<file path="src/rtl/instr_encoder.sv">
`default_nettype none
// ============================================================================
// Module   : instr_encoder
// Brief    : Encodes ALU register/immediate requests into RV32 words; large
//            ADDI immediates with rs1=x0 expand into a LUI+ADDI pair.
// Revision : 1.0 - initial release
// ============================================================================
module instr_encoder #(
    parameter int N = 32
) (
    input  logic         clk,
    input  logic         rst,
    input  logic         in_valid,
    output logic         in_ready,
    input  logic [3:0]   alu_funct,
    input  logic [4:0]   rs1,
    input  logic [4:0]   rs2,
    input  logic [4:0]   rd,
    input  logic [N-1:0] immed,
    input  logic         use_immed,
    output logic [N-1:0] instr,
    output logic         out_valid,
    input  logic         out_ready,
    output logic         out_last,
    output logic         err
);

    localparam logic [6:0] c_OP_REG = 7'b0110011;
    localparam logic [6:0] c_OP_IMM = 7'b0010011;
    localparam logic [6:0] c_OP_LUI = 7'b0110111;

    typedef enum logic [1:0] {
        S_IDLE  = 2'd0,
        S_EMIT1 = 2'd1,
        S_EMIT2 = 2'd2
    } state_t;

    state_t         r_state;
    state_t         w_state_nxt;
    logic [N-1:0]   r_instr;
    logic [N-1:0]   w_instr_nxt;
    logic [N-1:0]   r_word2;
    logic [N-1:0]   w_word2_nxt;
    logic           r_out_last;
    logic           w_last_nxt;
    logic           r_err;
    logic           w_err_nxt;

    logic [2:0]     w_funct3;
    logic           w_is_shift;
    logic           w_imm_small;
    logic [N-13:0]  w_hi;
    logic [N-1:0]   w_r_word;
    logic [N-1:0]   w_shift_word;
    logic [N-1:0]   w_itype_word;
    logic [N-1:0]   w_lui_word;
    logic [N-1:0]   w_addi_word;
    logic           w_legal;
    logic [N-1:0]   w_first;
    logic           w_first_last;
    logic           w_xfer;
    logic           w_accept;

    assign w_funct3    = alu_funct[2:0];
    assign w_is_shift  = (w_funct3 == 3'b001) | (w_funct3 == 3'b101);
    assign w_imm_small = (immed[N-1:11] == '0) | (immed[N-1:11] == '1);
    // Adding 0x800 before taking [N-1:12] only carries in when bit 11 is set.
    assign w_hi        = immed[N-1:12] + (N-12)'(immed[11]);

    assign w_r_word     = N'({1'b0, alu_funct[3], 5'b0, rs2, rs1, w_funct3, rd, c_OP_REG});
    assign w_shift_word = N'({1'b0, alu_funct[3], 5'b0, immed[4:0], rs1, w_funct3, rd, c_OP_IMM});
    assign w_itype_word = N'({immed[11:0], rs1, w_funct3, rd, c_OP_IMM});
    assign w_lui_word   = {w_hi, rd, c_OP_LUI};
    assign w_addi_word  = N'({immed[11:0], rd, 3'b000, rd, c_OP_IMM});

    always_comb begin
        w_legal      = 1'b0;
        w_first      = w_r_word;
        w_first_last = 1'b1;
        if (!use_immed) begin
            w_legal = 1'b1;
        end else if (w_is_shift) begin
            w_legal = (immed[N-1:5] == '0);
            w_first = w_shift_word;
        end else if (alu_funct[3]) begin
            w_legal = 1'b0;
        end else if (w_imm_small) begin
            w_legal = 1'b1;
            w_first = w_itype_word;
        end else if ((w_funct3 == 3'b000) && (rs1 == 5'd0)) begin
            w_legal      = 1'b1;
            w_first      = w_lui_word;
            w_first_last = (immed[11:0] == 12'd0);
        end
    end

    assign out_valid = (r_state != S_IDLE);
    assign instr     = r_instr;
    assign out_last  = r_out_last;
    assign err       = r_err;
    assign w_xfer    = out_valid & out_ready;
    assign in_ready  = (r_state == S_IDLE) | (w_xfer & r_out_last);
    assign w_accept  = in_valid & in_ready;

    always_comb begin
        w_state_nxt = r_state;
        w_instr_nxt = r_instr;
        w_last_nxt  = r_out_last;
        w_word2_nxt = r_word2;
        w_err_nxt   = 1'b0;
        if (w_xfer) begin
            if ((r_state == S_EMIT1) && !r_out_last) begin
                w_state_nxt = S_EMIT2;
                w_instr_nxt = r_word2;
                w_last_nxt  = 1'b1;
            end else begin
                w_state_nxt = S_IDLE;
                w_last_nxt  = 1'b0;
            end
        end
        // An accept only happens from IDLE or on the final word's transfer.
        if (w_accept) begin
            if (w_legal) begin
                w_state_nxt = S_EMIT1;
                w_instr_nxt = w_first;
                w_last_nxt  = w_first_last;
                w_word2_nxt = w_addi_word;
            end else begin
                w_state_nxt = S_IDLE;
                w_last_nxt  = 1'b0;
                w_err_nxt   = 1'b1;
            end
        end
    end

    always_ff @(posedge clk) begin
        if (rst) begin
            r_state    <= S_IDLE;
            r_instr    <= '0;
            r_word2    <= '0;
            r_out_last <= 1'b0;
            r_err      <= 1'b0;
        end else begin
            r_state    <= w_state_nxt;
            r_instr    <= w_instr_nxt;
            r_word2    <= w_word2_nxt;
            r_out_last <= w_last_nxt;
            r_err      <= w_err_nxt;
        end
    end

endmodule
`default_nettype wire

</file>
<file path="config.mk">
export PLATFORM = sky130hd
export DESIGN_NAME = instr_encoder
export DESIGN_NICKNAME = d
export VERILOG_FILES = /design/src/rtl/instr_encoder.sv
export SDC_FILE = /design/constraint.sdc
export NUM_CORES = 1
export LEC_CHECK = 0
export ABC_AREA = 1
export BUFFER_PORTS_ARGS = -buffer_cell sky130_fd_sc_hd__buf_2
export CAP_MARGIN = 20
export CORE_MARGIN = 2
export CORE_UTILIZATION = 53
export DETAILED_ROUTE_END_ITERATION = 16
export PLACE_DENSITY = 0.78
export SYNTH_ARGS = -nofsm -noshare
export SYNTH_HDL_FRONTEND = slang
export SYNTH_SLANG_ARGS = --single-unit
</file>
<file path="constraint.sdc">
create_clock -name clk -period 2.1 [get_ports clk]
set_input_delay 0.42 -clock clk [delete_from_list [all_inputs] [get_ports clk]]
set_output_delay 0.42 -clock clk [all_outputs]
set_load 0.02 [all_outputs]
</file>
==> results of run 1 <==
## area by class of cell
class	instances	area, um^2	share of cell area
Tap cell	77	96.3	0.0227
Clock inverter	2	15.0	0.00354
Multi-Input combinational cell	413	1960	0.461
Timing Repair Buffer	130	798	0.188
Inverter	59	226	0.0534
Clock buffer	5	68.8	0.0162
Sequential cell	54	1080	0.255
## synthesized netlist by cell type, types with 6 or more instances
| cell type | count | area [um^2] |
|---|---|---|
| clkbuf_1 | 9 | 33.8 |
| o21ai_0 | 38 | 190 |
| a21oi_1 | 32 | 160 |
| nor3_1 | 10 | 50.1 |
| nand4_1 | 7 | 43.8 |
| dfxtp_1 | 54 | 1080 |
| nor2_1 | 108 | 405 |
| a31oi_1 | 6 | 37.5 |
| nand3_1 | 29 | 145 |
| nand2_1 | 128 | 480 |
| inv_1 | 55 | 206 |
| o21ai_2 | 6 | 52.6 |
## metal layers
metal,GRT usage,up-vias,part of all wire
met5,0,-,0
met4,0.109,0,0.030
met3,0.0346,22,0.042
met2,0.500,118,0.49
met1,0.359,1691,0.43
li1,-,1985,-
## registers in the layout (all words and copies together), names as in the netlist
name / cells
r_state: 2
instr: 32
err: 1
r_word2: 18
out_last: 1
## power by group through the flow
| stage | combinational, W | sequential [W] | clock (W) |
|---|---|---|---|
| 6_report | 0.000613 | 0.00113 | 0.000560 |
| 4_1_cts | 0.000611 | 0.00113 | 0.000567 |
| 3_5_place_dp | 0.000608 | 0.00116 | 0 |
| 2_1_floorplan | 0.000296 | 0.00121 | 0 |
| 3_3_place_gp | 0.000601 | 0.00115 | 0 |
| 5_1_grt | 0.000679 | 0.00114 | 0.000605 |
## cell usage in the layout, fill, tap and decap left out, types with 3 or more instances in the layout
cell type    n
buf_4       35
clkbuf_8     5
xnor2_1      5
o21ai_1      4
nand4_1      7
o21ai_2      6
nand3_1     29
xor2_1       4
nor3_1      10
buf_12       4
ha_1         3
nand2_2      4
nor2_1     108
nor4_1       3
a31oi_1      6
nand3_2      5
nand2_1    128
dfxtp_1     54
o21ai_0     38
inv_2        3
buf_2       91
inv_1       55
a21oi_1     32
or2_2        3
## critical path: cells and delay by family
family                   cells  cell delay, ns
AO/OA/AOI/OAI                1            0.33
AND/OR/NAND/NOR              9            0.95
buffers and inverters        2            0.21
adder cells (fa/ha/maj)      1            0.20
## final timing paths
check	to	slack [ns]	cells after the start
setup / recovery	instr[18]	0.18	13
hold / removal	err	0.38	3
hold reg to reg	r_word2[29]	0.45	2
setup reg to reg	instr[11]	0.56	7
## cell families after synthesis
family	Yosys count
flops	54
simple gates	308
buf+inv	77
xor+xnor	9
compound gates	92
fa+ha+maj	3
mux	1
## metrics by stage
stage,hold WS [ns],power (W),TNS (ns)
floorplan,0.425,0.00151,0
global placement,0.435,0.00176,-0.259
detailed placement,0.444,0.00176,-0.364
CTS,0.372,0.00231,0
global route,0.377,0.00242,0
finish,0.378,0.00231,0
==> run summary, run 1 <==
status -> complete, no violations
CP peak stage delay -> 0.33 ns
highest clock rate -> 522 MHz
Net Sw Power -> 0.000741 W
all-layer global routing usage -> 0.286
combinational share of power -> 0.266
Pins Over Slew Limit -> 0
share of cells above drive strength 1 -> 0.247
# fillers -> 603
mean post-synth cell area -> 6.21 um^2
CORE AREA -> 6240 um^2
placed insts -> 733
# Max-Cap Violations -> 0
Hold Crit Class -> input port to register
worst setup margin -> 0.185 ns
ys flop type -> dfxtp_1
total grt overflow -> 0
clock slew at reported path FFs -> 0.10 ns
CP most frequent cell -> nand2_1
# H-tree levels -> 2
Internal Power -> 0.00157 W
final setup vio count -> 0
DP Worst Slack -> -0.0733 ns
final WL -> 10100 um
Final HPWL DP -> 8180 um
fin area -> 4240 um^2
sequential element share of the synthesized area -> 0.320
total leakage power -> 2.12 nW
routed vias -> 3816
WP data arrival -> 2.13 ns
worst skew pair latency -> 0.31 ns
Pwr Density -> 543 nW/um^2
fin crit period -> 1.92 ns
total die area -> 7030 um^2
die height -> 83.8 um
post-route ant nets -> 0
CTS Hold Bufs -> 0
Synth Area in Compound Gates -> 0.150
routed len/inst -> 13.7 um
crit path max fanout -> 9
Simple-Gate Fraction of Synth Area -> 0.392
largest family of logic cells by synthesized area -> simple AND/OR/NAND/NOR gates
PortBufs -> 91
Synth Instances -> 544
VDD IR max -> 0.000424 V
clk buf depth -> 2
Nets -> 722
DR vias/cell -> 5.16
FF-to-FF Start -> r_state[0]
post-CTS resize count -> 0
Seq pwr share -> 0.491
largest net degree at the start of global routing -> 29
synth unique cells -> 39
final core utilization -> 0.680
crit path from -> immed[11]
number of flops mapped to enable cells by yosys -> 0
drt drc -> 0
post-synthesis register bit count -> 54
# rows -> 29
Crit Path Category -> input port to register
clock power share -> 0.243
Syn Nets -> 603
number of global-route vias before repair -> 3506
Cell Area, Placed -> 4160 um^2
number of DRC markers in iteration 0 -> 243
die width -> 83.8 um
crit end category -> register
adder-cell area share of the yosys netlist -> 0.0111
Crit-path slowest cell -> o21ai_0
Antenna Cells -> 0
CP Cell Sequence -> buf_2, ha_1, nand2_1, nor2_4, nand2_2, nor2_1, nand3_1, nand3_2, inv_2, o21ai_0, nand2_1, nand2_1, nor2_1
RSZ-0062 raised after global routing -> false
Worst Tran Pin Value -> 0.472 ns
Num CTS Buffers -> 5
xor/xnor share of the synthesized area -> 0.0233
area grow syn2layout -> 25.6%
Switching Share -> 0.321
post-synthesis async set-or-reset flop share -> 0
Hold Fails Final Rpt -> 0
CP Data Required Time -> 2.31 ns
clk root buf -> clkbuf_8
CTS sink cnt -> 54
Max-slew headroom -> 0.685
hold path start -> in_valid
synthesized area -> 3380 um^2
Setup Buffers After CTS -> 0
skew final -> 0.0114 ns
CTS tree -> built
first-pass GRT wire length -> 16400 um
synth warn -> 0
DRT Pass-1 Iters -> 5
antenna violations before repair -> 0
initial core utilization -> 0.541
post-route insts no fill -> 740
startpoint type of the worst setup path -> input port
fin crit share -> 0.912
Placer Congestion -> 1.05
post-synthesis mux area share -> 0.00296
Ports -> 92
Power figures use the tool's default switching activity.
==> run 2, diff against run 1 <==
--- a/config.mk
+++ b/config.mk
@@ -9,9 +9,9 @@
 export BUFFER_PORTS_ARGS = -buffer_cell sky130_fd_sc_hd__buf_2
 export CAP_MARGIN = 20
 export CORE_MARGIN = 2
-export CORE_UTILIZATION = 53
+export CORE_UTILIZATION = 48
 export DETAILED_ROUTE_END_ITERATION = 16
-export PLACE_DENSITY = 0.78
+export PLACE_DENSITY = 0.74
 export SYNTH_ARGS = -nofsm -noshare
 export SYNTH_HDL_FRONTEND = slang
 export SYNTH_SLANG_ARGS = --single-unit
==> constraint.sdc (replaced) <==
create_clock -name clk -period 1.6 [get_ports clk]
set_input_delay 0.32 -clock clk [delete_from_list [all_inputs] [get_ports clk]]
set_output_delay 0.32 -clock clk [all_outputs]
set_load 0.02 [all_outputs]
==> run summary, run 2 (synthesis gave the netlist of run 1 again) <==
DR vias/cell -> 5.17 (was 5.16)
WP data arrival -> 1.94 ns (was 2.13 ns)
Net Sw Power -> 0.00116 W (was 0.000741 W)
most common cell after layout, fill and taps aside -> nand2_1 (unchanged)
GR Util met2 -> 0.544 (was 0.500)
Worst Tran Pin Value -> 0.392 ns (was 0.472 ns)
Internal Power -> 0.00226 W (was 0.00157 W)
VDD IR max -> 0.000369 V (was 0.000424 V)
post-route insts no fill -> 818 (was 740)
clk root buf -> clkbuf_8 (unchanged)
initial core utilization -> 0.497 (was 0.541)
Placer Congestion -> 0.910 (was 1.05)
all-layer global routing usage -> 0.305 (was 0.286)
antenna violations before repair -> 1 (was 0)
CORE AREA -> 6790 um^2 (was 6240 um^2)
Num CTS Buffers -> 5 (unchanged)
Max-slew headroom -> 0.737 (was 0.685)
crit path from -> immed[12] (was immed[11])
Hold Crit Class -> input port to register (unchanged)
reg2reg setup slack -> -0.05 ns (was 0.56 ns)
DP Worst Slack -> -0.536 ns (was -0.0733 ns)
Setup TNS -> -0.981 ns (was 0 ns)
DRT Pass-1 Iters -> 5 (unchanged)
highest clock rate -> 591 MHz
die height -> 87.9 um (was 83.8 um)
CTS sink cnt -> 54 (unchanged)
combinational share of power -> 0.315 (was 0.266)
failing checks -> negative setup slack
M1 GR Usage -> 0.379 (was 0.359)
share of cells above drive strength 1 -> 0.387 (was 0.247)
number of DRC markers in iteration 0 -> 308 (was 243)
worst skew pair latency -> 0.31 ns (about the same)
Seq pwr share -> 0.435 (was 0.491)
CP peak stage delay -> 0.19 ns (was 0.33 ns)
CTS tree -> built (unchanged)
crit path max fanout -> 6 (was 9)
post-route ant nets -> 0 (unchanged)
clock slew at reported path FFs -> 0.11 ns (was 0.10 ns)
die width -> 87.9 um (was 83.8 um)
Ports -> 92 (unchanged)
total die area -> 7720 um^2 (was 7030 um^2)
Nets -> 779 (was 722)
largest net degree at the start of global routing -> 39 (was 29)
routed vias -> 4229 (was 3816)
met3 Use GR -> 0.0368 (was 0.0346)
Critical Path Sink -> r_word2[26] (was instr[18])
Pwr Density -> 654 nW/um^2 (was 543 nW/um^2)
Final HPWL DP -> 8580 um (was 8180 um)
routed len/inst -> 15.0 um (was 13.7 um)
fin crit share -> 1.06
# Max-Cap Violations -> 0 (unchanged)
# H-tree levels -> 2 (unchanged)
total grt overflow -> 0 (unchanged)
CP Data Required Time -> 1.85 ns (was 2.31 ns)
status -> finished with violations (was complete, no violations)
skew final -> 0.00903 ns (was 0.0114 ns)
total leakage power -> 2.50 nW (was 2.12 nW)
max reg flops -> 32 (unchanged)
Pins Over Slew Limit -> 0 (unchanged)
crit end category -> register (unchanged)
placed insts -> 796 (was 733)
number of global-route vias before repair -> 3968 (was 3506)
drt drc -> 0 (unchanged)
Fin Hold WS -> 0.255 ns (was 0.378 ns)
Top Usage Layer GRT -> met2 (unchanged)
Hold Fails Final Rpt -> 0 (unchanged)
PortBufs -> 91 (unchanged)
final WL -> 12300 um (was 10100 um)
FF-to-FF Start -> r_state[0] (unchanged)
Crit-path slowest cell -> buf_12 (was o21ai_0)
most frequent cells in the layout -> 125 x nand2_1, 93 x nor2_1, 89 x buf_2 (was 128 x nand2_1, 108 x nor2_1, 91 x buf_2)
fin crit period -> 1.69 ns
r2r endpoint -> r_word2[26] (was instr[11])
final core utilization -> 0.771 (was 0.680)
CP Cell Sequence -> buf_8, ha_4, nand2_4, nor2_4, nand2_2, inv_2, nand3_4, nand3_2, nand3_2, nand3_4, nand2_8, buf_12, buf_4, a21oi_2 (was buf_2, ha_1, nand2_1, nor2_4, nand2_2, nor2_1, nand3_1, nand3_2, inv_2, o21ai_0, nand2_1, nand2_1, nor2_1)
worst setup margin -> -0.0929 ns (was 0.185 ns)
CTS Hold Bufs -> 0 (unchanged)
r2r worst-path depth -> 9 (was 7)
startpoint type of the worst setup path -> input port (unchanged)
RSZ-0062 raised after global routing -> true (was false)
first-pass GRT wire length -> 18400 um (was 16400 um)
Switching Share -> 0.339 (was 0.321)
area grow syn2layout -> 55.0% (was 25.6%)
final setup vio count -> 31 (was 0)
clock power share -> 0.250 (was 0.243)
# rows -> 30 (was 29)
clk buf depth -> 2 (unchanged)
Crit Path Category -> input port to register (unchanged)
## run 2: cell count changes in the layout (fill, tap and decap cells not counted), moves of 7 or more
cell and change:
buf_4 +42, o21ai_0 -25, nor2_1 -15, o21ai_1 +14
nor2_2 +12, a21oi_1 -9, a21oi_2 +8, buf_6 +8
o21ai_2 +7
## run 2: final cells by class
cell class / count / area (um^2)
fill: 531 / 1560
sequential: 54 / 1080
inverter: 59 / 259
antenna: 1 / 2.50
clock inverter: 2 / 16.3
timing repair buffer: 186 / 1360
tap: 96 / 120
multi-input combinational: 414 / 2310
clock buffer: 6 / 82.6
## run 2: worst max-delay path: cells and delay by family
kind            cells  cell delay [ns]
simple gates        8             0.81
buf+inv             4             0.50
fa+ha+maj           1             0.16
compound gates      1             0.14
## run 2: how the worst min path moves through the flow
stage / startpoint / end / slack, ns / cells past startpoint
after global routing: in_valid / err / 0.25 / 3
after global placement: r_word2[29] / r_word2[29] / 0.44 / 2
after CTS: rd[0] / instr[7] / 0.27 / 3
final: in_valid / err / 0.26 / 3
after detailed placement: r_word2[29] / r_word2[29] / 0.44 / 2
after floorplan: rst / err / 0.40 / 1
## run 2: repair_timing
action                     in CTS  in global routing
resized for setup              53                 56
gates cloned                    4                  3
pin swaps                      15                 27
setup buffers                   5                  4
setup endpoints to repair      48                 52
## run 2: power groups by stage
stage | clock network [W] | logic [W] | registers (W)
6_report | 0.000857 | 0.00108 | 0.00149
5_1_grt | 0.000906 | 0.00117 | 0.00150
4_1_cts | 0.000840 | 0.000986 | 0.00149
3_5_place_dp | 0 | 0.000872 | 0.00152
3_3_place_gp | 0 | 0.000857 | 0.00151
2_1_floorplan | 0 | 0.000403 | 0.00159
## run 2: through the flow
stage          power, W  instance area (um^2)
2_1_floorplan   0.00199                  3440
3_3_place_gp    0.00237                  4550
3_5_place_dp    0.00239                  4550
4_1_cts         0.00331                  4970
5_1_grt         0.00358                  5240
6_report        0.00343                  5240
## run 2: metal layers
metal  vias to the layer above  routed length (um)
met5                         -                   0
met4                         0                 306
met1                      1932                5200
met2                       165                6130
li1                       2103                   -
met3                        29                 619
